<file path="src/rtl/sd_card_pkg.sv">
// Shared definitions for the SD-card SPI-mode command path: command indices,
// R1 response codes, initialisation error causes and CMD8/ACMD41 arguments.
package sd_card_pkg;

  typedef enum logic [2:0] {
    CMD_0      = 3'd0,
    CMD_8      = 3'd1,
    CMD_55     = 3'd2,
    CMD_ACMD41 = 3'd3,
    CMD_16     = 3'd4,
    CMD_17     = 3'd5,
    CMD_24     = 3'd6
  } cmd_sel_e;

  localparam logic [7:0] R1_READY   = 8'h00;
  localparam logic [7:0] R1_IDLE    = 8'h01;
  localparam logic [7:0] R1_ILLEGAL = 8'h05;

  typedef enum logic [2:0] {
    ERR_NONE    = 3'd0,
    ERR_CMD0    = 3'd1,
    ERR_CMD8    = 3'd2,
    ERR_ACMD41  = 3'd3,
    ERR_RETRY   = 3'd4,
    ERR_CMD16   = 3'd5,
    ERR_TIMEOUT = 3'd6
  } err_code_e;

  localparam logic [31:0] CMD8_ARG   = 32'h0000_01AA;
  localparam logic [31:0] ACMD41_HCS = 32'h4000_0000;

  // Width able to hold 0..n, never narrower than one bit.
  function automatic int cnt_w(input int n);
    return (n < 1) ? 1 : $clog2(n + 1);
  endfunction

endpackage

</file>
<file path="src/rtl/sd_card_timeout.sv">
// Loadable down-counter that stops at zero; o_expired is high while it reads zero.
module sd_card_timeout #(
  parameter int W = 8
) (
  input  logic         i_clk,
  input  logic         i_rst_n,
  input  logic         i_load,
  input  logic [W-1:0] i_load_val,
  input  logic         i_en,
  output logic         o_expired
);

  logic [W-1:0] r_count;

  always_ff @(posedge i_clk or negedge i_rst_n) begin
    if (!i_rst_n) begin
      r_count <= '0;
    end else if (i_load) begin
      r_count <= i_load_val;
    end else if (i_en && (r_count != '0)) begin
      r_count <= r_count - 1'b1;
    end
  end

  assign o_expired = (r_count == '0);

endmodule

</file>
<file path="src/rtl/sd_card_init_ctrl.sv">
// SD-card SPI-mode initialisation sequencer: dummy clocks, CMD0/CMD8/CMD55/ACMD41/CMD16
// through a shared send/wait handshake, with response timeout, bounded restarts and error code.
module sd_card_init_ctrl
  import sd_card_pkg::*;
#(
  parameter int DUMMY_CLKS   = 80,
  parameter int ACMD41_RETRY = 1000,
  parameter int RESP_TIMEOUT = 4096,
  parameter int MAX_RESTART  = 2,
  parameter int BLOCK_LEN    = 512
) (
  input  logic        i_clk,
  input  logic        i_rst_n,
  input  logic        i_start,
  output logic        o_sd_cs,
  output logic        o_dummy_en,
  output logic        o_send_cmd,
  output logic [2:0]  o_cmd_select,
  output logic [31:0] o_cmd_arg,
  input  logic        i_confirm_pin,
  input  logic [7:0]  i_response_status,
  output logic        o_init_finished,
  output logic        o_card_v2,
  output logic        o_busy,
  output logic        o_error,
  output logic [2:0]  o_err_code
);

  localparam int TW = (cnt_w(DUMMY_CLKS) > cnt_w(RESP_TIMEOUT)) ? cnt_w(DUMMY_CLKS) : cnt_w(RESP_TIMEOUT);
  localparam int AW = cnt_w(ACMD41_RETRY);
  localparam int RW = cnt_w(MAX_RESTART);
  localparam logic [TW-1:0] DUMMY_LOAD  = TW'(DUMMY_CLKS - 1);
  localparam logic [TW-1:0] RESP_LOAD   = TW'(RESP_TIMEOUT - 1);
  localparam logic [AW-1:0] ACMD_LAST   = AW'(ACMD41_RETRY - 1);
  localparam logic [RW-1:0] RESTART_MAX = RW'(MAX_RESTART);

  typedef enum logic [3:0] {
    ST_IDLE, ST_POWERUP, ST_CMD0, ST_CMD8, ST_CMD55, ST_ACMD41, ST_CMD16,
    ST_SEND, ST_WAIT, ST_FAIL, ST_DONE, ST_ERROR
  } state_e;

  state_e        r_state;
  cmd_sel_e      r_cmd_select;
  logic [31:0]   r_cmd_arg;
  logic          r_sd_cs, r_dummy_en, r_send_cmd, r_init_finished, r_card_v2, r_busy, r_error;
  err_code_e     r_err_code, r_fail_code;
  logic [AW-1:0] r_acmd_cnt;
  logic [RW-1:0] r_restart_cnt;

  cmd_sel_e      w_cmd_sel;
  logic [31:0]   w_cmd_arg;
  logic          w_is_cmd_state, w_start_ok, w_tmo_load, w_tmo_en, w_tmo_expired;
  logic [TW-1:0] w_tmo_val;

  always_comb begin
    w_is_cmd_state = 1'b1;
    w_cmd_sel      = CMD_0;
    w_cmd_arg      = '0;
    case (r_state)
      ST_CMD0:   ;
      ST_CMD8:   begin w_cmd_sel = CMD_8;      w_cmd_arg = CMD8_ARG; end
      ST_CMD55:  w_cmd_sel = CMD_55;
      ST_ACMD41: begin w_cmd_sel = CMD_ACMD41; w_cmd_arg = r_card_v2 ? ACMD41_HCS : '0; end
      ST_CMD16:  begin w_cmd_sel = CMD_16;     w_cmd_arg = 32'(BLOCK_LEN); end
      default:   w_is_cmd_state = 1'b0;
    endcase
  end

  // One counter serves both the dummy-clock window and the per-command response wait.
  assign w_start_ok = i_start && (r_state inside {ST_IDLE, ST_DONE, ST_ERROR});
  assign w_tmo_load = w_start_ok || w_is_cmd_state || ((r_state == ST_FAIL) && (r_restart_cnt < RESTART_MAX));
  assign w_tmo_val  = w_is_cmd_state ? RESP_LOAD : DUMMY_LOAD;
  assign w_tmo_en   = (r_state == ST_POWERUP) || (r_state == ST_WAIT);

  sd_card_timeout #(.W(TW)) u_timeout (
    .i_clk      (i_clk),
    .i_rst_n    (i_rst_n),
    .i_load     (w_tmo_load),
    .i_load_val (w_tmo_val),
    .i_en       (w_tmo_en),
    .o_expired  (w_tmo_expired)
  );

  always_ff @(posedge i_clk or negedge i_rst_n) begin
    if (!i_rst_n) begin
      r_state         <= ST_IDLE;
      r_cmd_select    <= CMD_0;
      r_cmd_arg       <= '0;
      r_sd_cs         <= 1'b1;
      r_dummy_en      <= 1'b0;
      r_send_cmd      <= 1'b0;
      r_init_finished <= 1'b0;
      r_card_v2       <= 1'b0;
      r_busy          <= 1'b0;
      r_error         <= 1'b0;
      r_err_code      <= ERR_NONE;
      r_fail_code     <= ERR_NONE;
      r_acmd_cnt      <= '0;
      r_restart_cnt   <= '0;
    end else begin
      case (r_state)
        ST_IDLE, ST_DONE, ST_ERROR: if (i_start) begin
          r_state         <= ST_POWERUP;
          r_sd_cs         <= 1'b1;
          r_dummy_en      <= 1'b1;
          r_busy          <= 1'b1;
          r_restart_cnt   <= '0;
          r_acmd_cnt      <= '0;
          r_card_v2       <= 1'b0;
          r_error         <= 1'b0;
          r_err_code      <= ERR_NONE;
          r_init_finished <= 1'b0;
        end
        ST_POWERUP: if (w_tmo_expired) begin
          r_dummy_en <= 1'b0;
          r_state    <= ST_CMD0;
        end
        ST_CMD0, ST_CMD8, ST_CMD55, ST_ACMD41, ST_CMD16: begin
          r_cmd_select <= w_cmd_sel;
          r_cmd_arg    <= w_cmd_arg;
          r_send_cmd   <= 1'b1;
          r_sd_cs      <= 1'b0;
          r_state      <= ST_SEND;
        end
        ST_SEND: begin
          r_send_cmd <= 1'b0;
          r_state    <= ST_WAIT;
        end
        // A confirm on the expiry cycle is still taken as a response.
        ST_WAIT: if (i_confirm_pin) begin
          case (r_cmd_select)
            CMD_8: if (i_response_status == R1_IDLE) begin
              r_card_v2 <= 1'b1;
              r_state   <= ST_CMD55;
            end else if (i_response_status == R1_ILLEGAL) begin
              r_card_v2 <= 1'b0;
              r_state   <= ST_CMD55;
            end else begin
              r_fail_code <= ERR_CMD8;
              r_state     <= ST_FAIL;
            end
            CMD_55: if ((i_response_status == R1_IDLE) || (i_response_status == R1_READY)) begin
              r_state <= ST_ACMD41;
            end else begin
              r_fail_code <= ERR_ACMD41;
              r_state     <= ST_FAIL;
            end
            CMD_ACMD41: if (i_response_status == R1_READY) begin
              if (r_card_v2) begin
                r_init_finished <= 1'b1;
                r_sd_cs         <= 1'b1;
                r_busy          <= 1'b0;
                r_state         <= ST_DONE;
              end else begin
                r_state <= ST_CMD16;
              end
            end else if (i_response_status == R1_IDLE) begin
              r_acmd_cnt <= r_acmd_cnt + 1'b1;
              if (r_acmd_cnt >= ACMD_LAST) begin
                r_fail_code <= ERR_RETRY;
                r_state     <= ST_FAIL;
              end else begin
                r_state <= ST_CMD55;
              end
            end else begin
              r_fail_code <= ERR_ACMD41;
              r_state     <= ST_FAIL;
            end
            CMD_16: if (i_response_status == R1_READY) begin
              r_init_finished <= 1'b1;
              r_sd_cs         <= 1'b1;
              r_busy          <= 1'b0;
              r_state         <= ST_DONE;
            end else begin
              r_fail_code <= ERR_CMD16;
              r_state     <= ST_FAIL;
            end
            default: if (i_response_status == R1_IDLE) begin
              r_state <= ST_CMD8;
            end else begin
              r_fail_code <= ERR_CMD0;
              r_state     <= ST_FAIL;
            end
          endcase
        end else if (w_tmo_expired) begin
          r_fail_code <= ERR_TIMEOUT;
          r_state     <= ST_FAIL;
        end
        ST_FAIL: if (r_restart_cnt < RESTART_MAX) begin
          r_restart_cnt <= r_restart_cnt + 1'b1;
          r_acmd_cnt    <= '0;
          r_card_v2     <= 1'b0;
          r_sd_cs       <= 1'b1;
          r_dummy_en    <= 1'b1;
          r_state       <= ST_POWERUP;
        end else begin
          r_error    <= 1'b1;
          r_err_code <= r_fail_code;
          r_sd_cs    <= 1'b1;
          r_busy     <= 1'b0;
          r_state    <= ST_ERROR;
        end
        default: r_state <= ST_IDLE;
      endcase
    end
  end

  assign o_sd_cs         = r_sd_cs;
  assign o_dummy_en      = r_dummy_en;
  assign o_send_cmd      = r_send_cmd;
  assign o_cmd_select    = r_cmd_select;
  assign o_cmd_arg       = r_cmd_arg;
  assign o_init_finished = r_init_finished;
  assign o_card_v2       = r_card_v2;
  assign o_busy          = r_busy;
  assign o_error         = r_error;
  assign o_err_code      = r_err_code;

endmodule
</file>
<file path="config.mk">
export PLATFORM = sky130hd
export DESIGN_NAME = sd_card_init_ctrl
export DESIGN_NICKNAME = d
export VERILOG_FILES = /design/src/rtl/sd_card_pkg.sv /design/src/rtl/sd_card_timeout.sv /design/src/rtl/sd_card_init_ctrl.sv
export SDC_FILE = /design/constraint.sdc
export NUM_CORES = 1
export LEC_CHECK = 0
export BUFFER_PORTS_ARGS = -buffer_cell sky130_fd_sc_hd__buf_2
export CORE_MARGIN = 3
export CORE_UTILIZATION = 61
export DETAILED_ROUTE_END_ITERATION = 16
export PLACE_DENSITY_LB_ADDON = 0.15
export SETUP_SLACK_MARGIN = 0.02
export SYNTH_ARGS = -nofsm -noshare
export SYNTH_HDL_FRONTEND = slang
export SYNTH_SLANG_ARGS = --single-unit
</file>
<file path="constraint.sdc">
create_clock -name i_clk -period 5.79 [get_ports i_clk]
set_input_delay 1.4475 -clock i_clk [delete_from_list [all_inputs] [get_ports i_clk]]
set_output_delay 1.4475 -clock i_clk [all_outputs]
set_load 0.1 [all_outputs]
</file>
==> flow_metrics.env <==
export IMPL_slew_violations=0
export IMPL_hold_viol_final=0
export IMPL_path_cells="buf_2 > nor4_4 > and4b_1 > o2111ai_2 > or4_1 > a21oi_1"
export IMPL_fin_crit_ps=3154
export IMPL_cts_resized=0
export IMPL_cts_hold_fix_buffers=0
export IMPL_synth_edf_count=0
export IMPL_synth_ff_type="dfrtp_1"
export IMPL_ys_seq_area_frac=0.3797
export IMPL_finalCritPeriodShare=0.5447
export IMPL_synth_xor_area_frac=0.02766
export IMPL_worstMarginPinSlew_ps=1072
export IMPL_htreeDepth=2
export IMPL_grt_pass1_wl_microns=11880
export IMPL_status="finished clean"
export IMPL_clockBufferDepth=2
export IMPL_n_antenna_cell=0
export IMPL_synth_top_family_by_area="simple AND/OR/NAND/NOR gates"
export IMPL_hpwl_microns=4908
export IMPL_first_pass_iters=4
export IMPL_fillers=436
export IMPL_regArea_sq_um=1202
export IMPL_synth_compound_area_frac=0.1920
export IMPL_crit_path_max_fanout=20
export IMPL_rows=25
export IMPL_avgSynthCellArea_sq_um=8.629
export IMPL_whs_ps=483.5
export IMPL_synthMuxAreaShare=0.01620
export IMPL_die_width_microns=78.05
export IMPL_hp_class="register to register"
export IMPL_io_buffers=31
export IMPL_path_clk_slew_ps=90
export IMPL_coreArea_sq_um=4880
export IMPL_antenna_left=0
export IMPL_antenna_found_initial=0
export IMPL_fmax_mhz=317.1
export IMPL_peakVddDrop_v=0.0004038
export IMPL_cts_buffers=5
export IMPL_synthAdderAreaFrac=0.01185
export IMPL_grt_ovfl_total=0
export IMPL_drive_gt1_frac=0.1312
export IMPL_clock_latency_ps=310
export IMPL_slew_headroom=0.2852
export IMPL_critPathRequiredTime_ps=6020
export IMPL_crit_type="input pin to register"
export IMPL_finish_net_count=395
export IMPL_io_pins=57
export IMPL_tns_ps=0
export IMPL_syn_to_final_growth_pct=4.228
export IMPL_setup_worst_path_end_class="register"
export IMPL_grt_start_max_net_pins=49
export IMPL_dr_first_iter_drc_count=148
export IMPL_postSynth_asyncResetShare=1.000
export IMPL_synth_area_sq_um=3167
export IMPL_dieArea_sq_um=6092
export IMPL_start_kind="input pin"
export IMPL_ys_warnings_count=0
export IMPL_drt_vias_per_instance=6.103
export IMPL_grt_pass1_vias=2538
export IMPL_postCtsSetupBuffers=0
export IMPL_path_buf_inv=1
export IMPL_vias=2734
export IMPL_root_buffer="clkbuf_8"
export IMPL_synthDistinctLibCells=62
export IMPL_rsz0062_at_grt="false"
export IMPL_synthSimpleGateAreaFrac=0.2699
export IMPL_cpMaxStageDelayCell="or4_1"
export IMPL_multiInputGateArea_sq_um=1733
export IMPL_start_util=0.6490
export IMPL_p_leak_uw=0.001382
export IMPL_cts_sinks=48
export IMPL_cp_top_family="simple AND/OR/NAND/NOR gates"
export IMPL_drc=0
export IMPL_routed_wl_microns=7028
export IMPL_cts_tree="done"
export IMPL_skew_ps=4.604
export IMPL_setup_violations_final=0
export IMPL_max_stage_delay_ps=620
export IMPL_die_height_microns=78.05
export IMPL_synth_seq_cells=48
export IMPL_power_density_nw_per_um2=537.3
export IMPL_routabilityCongestion=0.8619
export IMPL_groute_usage_overall=0.2390
export IMPL_cap_violations=0
export IMPL_worstPathArrival_ps=3390
export IMPL_postSynthCellCount=367
export IMPL_wl_per_cell_microns=15.69
## Yosys cell counts (2+ instances only)
| cell | count | area share |
|---|---|---|
| a21o_1 | 4 | 0.0095 |
| a21oi_1 | 18 | 0.028 |
| a31oi_1 | 4 | 0.0079 |
| and2_1 | 6 | 0.012 |
| and3_1 | 7 | 0.014 |
| and3b_1 | 4 | 0.011 |
| and4b_1 | 3 | 0.0095 |
| buf_2 | 5 | 0.0079 |
| buf_4 | 29 | 0.069 |
| clkbuf_1 | 14 | 0.017 |
| dfrtp_1 | 47 | 0.37 |
| ha_1 | 3 | 0.012 |
| inv_1 | 4 | 0.0047 |
| mux2i_1 | 4 | 0.013 |
| nand2_1 | 37 | 0.044 |
| nand2b_1 | 6 | 0.012 |
| nand3_1 | 16 | 0.025 |
| nand3b_1 | 3 | 0.0071 |
| nand4_1 | 10 | 0.020 |
| nand4b_1 | 3 | 0.0083 |
| nor2_1 | 27 | 0.032 |
| nor2b_1 | 4 | 0.0079 |
| nor3_1 | 8 | 0.013 |
| nor3b_1 | 3 | 0.0071 |
| nor4bb_1 | 2 | 0.0063 |
| o211ai_1 | 5 | 0.012 |
| o21a_1 | 6 | 0.014 |
| o21ai_0 | 29 | 0.046 |
| o22ai_1 | 2 | 0.0040 |
| o311ai_0 | 2 | 0.0055 |
| o31a_1 | 2 | 0.0055 |
| o31ai_1 | 3 | 0.0071 |
| or3_1 | 7 | 0.014 |
| or3b_2 | 3 | 0.0083 |
| or4_1 | 2 | 0.0047 |
| xnor2_1 | 4 | 0.011 |
| xor2_1 | 6 | 0.017 |
## cells in the final DEF, fill, tap and decap left out, types with 2 or more instances in the layout
cell / count
a21o_1: 4
a21oi_1: 18
a31oi_1: 4
and2_1: 6
and3_1: 7
and3b_1: 4
and4b_1: 3
buf_2: 31
clkbuf_8: 5
conb_1: 25
dfrtp_1: 47
ha_1: 3
inv_1: 4
mux2i_1: 4
nand2_1: 37
nand2b_1: 6
nand3_1: 16
nand3b_1: 3
nand4_1: 10
nand4b_1: 3
nor2_1: 27
nor2b_1: 4
nor3_1: 8
nor3b_1: 3
nor4bb_1: 2
o211ai_1: 5
o21a_1: 6
o21ai_0: 29
o22ai_1: 2
o311ai_0: 2
o31a_1: 2
o31ai_1: 3
or3_1: 7
or3b_2: 3
or4_1: 2
xnor2_1: 4
xor2_1: 6
## metal layers
metal / wire length [microns] / share of wire / up-vias / GRT usage
met5: 0 / 0 / - / 0
met2: 3400 / 0.48 / 78 / 0.3938
met1: 3157 / 0.45 / 1337 / 0.3216
met4: 132 / 0.019 / 0 / 0.07692
li1: - / - / 1304 / -
met3: 338 / 0.048 / 15 / 0.04128
## worst paths after layout
path	startpoint	end	slack (ps)	cells after the start
hold reg to reg	r_fail_code[2]	o_err_code[2]	480	2
setup / recovery	i_response_status[1]	r_acmd_cnt[7]	2640	6
hold / removal	r_fail_code[2]	o_err_code[2]	480	2
min in group asynchronous	i_rst_n	r_acmd_cnt[3]	1330	1
max in group asynchronous	i_rst_n	o_send_cmd	3810	1
setup reg to reg	r_state[2]	r_acmd_cnt[7]	3120	5
## registers in the layout, indices dropped and copies added, names as in the netlist, 2 cells and up
name and count:
u_timeout.r_count 13, r_acmd_cnt 10, r_state 4, o_cmd_arg 3, o_cmd_select 3, o_err_code 3
r_fail_code 3, r_restart_cnt 2
## area by class of cell
type	count	share of cell area
Multi-Input combinational cell	290	0.5250
Inverter	4	0.004549
Sequential cell	48	0.3643
Timing Repair Buffer	31	0.04701
Clock buffer	5	0.02085
Tap cell	67	0.02540
Clock inverter	3	0.01289
## cell families (layout without fill, tap and decap cells)
kind of cell,count (synthesis),in the layout
buffers and inverters,53,43
DFF,48,48
xor gates and xnor gates,10,10
muxes,5,5
adders and majority gates,3,3
AOI/OAI and AO/OA,92,92
other,1,25
and+or+nand+nor,155,155
## report_power, final
group | switching (uW) | leakage [uW] | internal, uW
clock network | 118 | 0.0000541 | 128
registers | 159 | 0.000575 | 427
logic | 718 | 0.000753 | 222
## per-stage QoR
stage | instance area [sq um] | total power, uW | setup WS (ps) | instances | util
detailed placement | 3189 | 1529 | 2308 | 440 | 0.6536
floorplan | 3257 | 1404 | 2788 | 391 | -
finish | 3301 | 1773 | 2636 | 448 | 0.6764
CTS | 3301 | 1776 | 2637 | 448 | 0.6764
global placement | 3189 | 1514 | 2393 | 440 | 0.6536
global route | 3301 | 1883 | 2494 | 448 | 0.6764
## worst min-delay path, cell delays in order (launching register included)
cell and delay, ps:
dfrtp_1 350, nand2_1 50, o21ai_0 60
(Power assumes the default switching activity.)
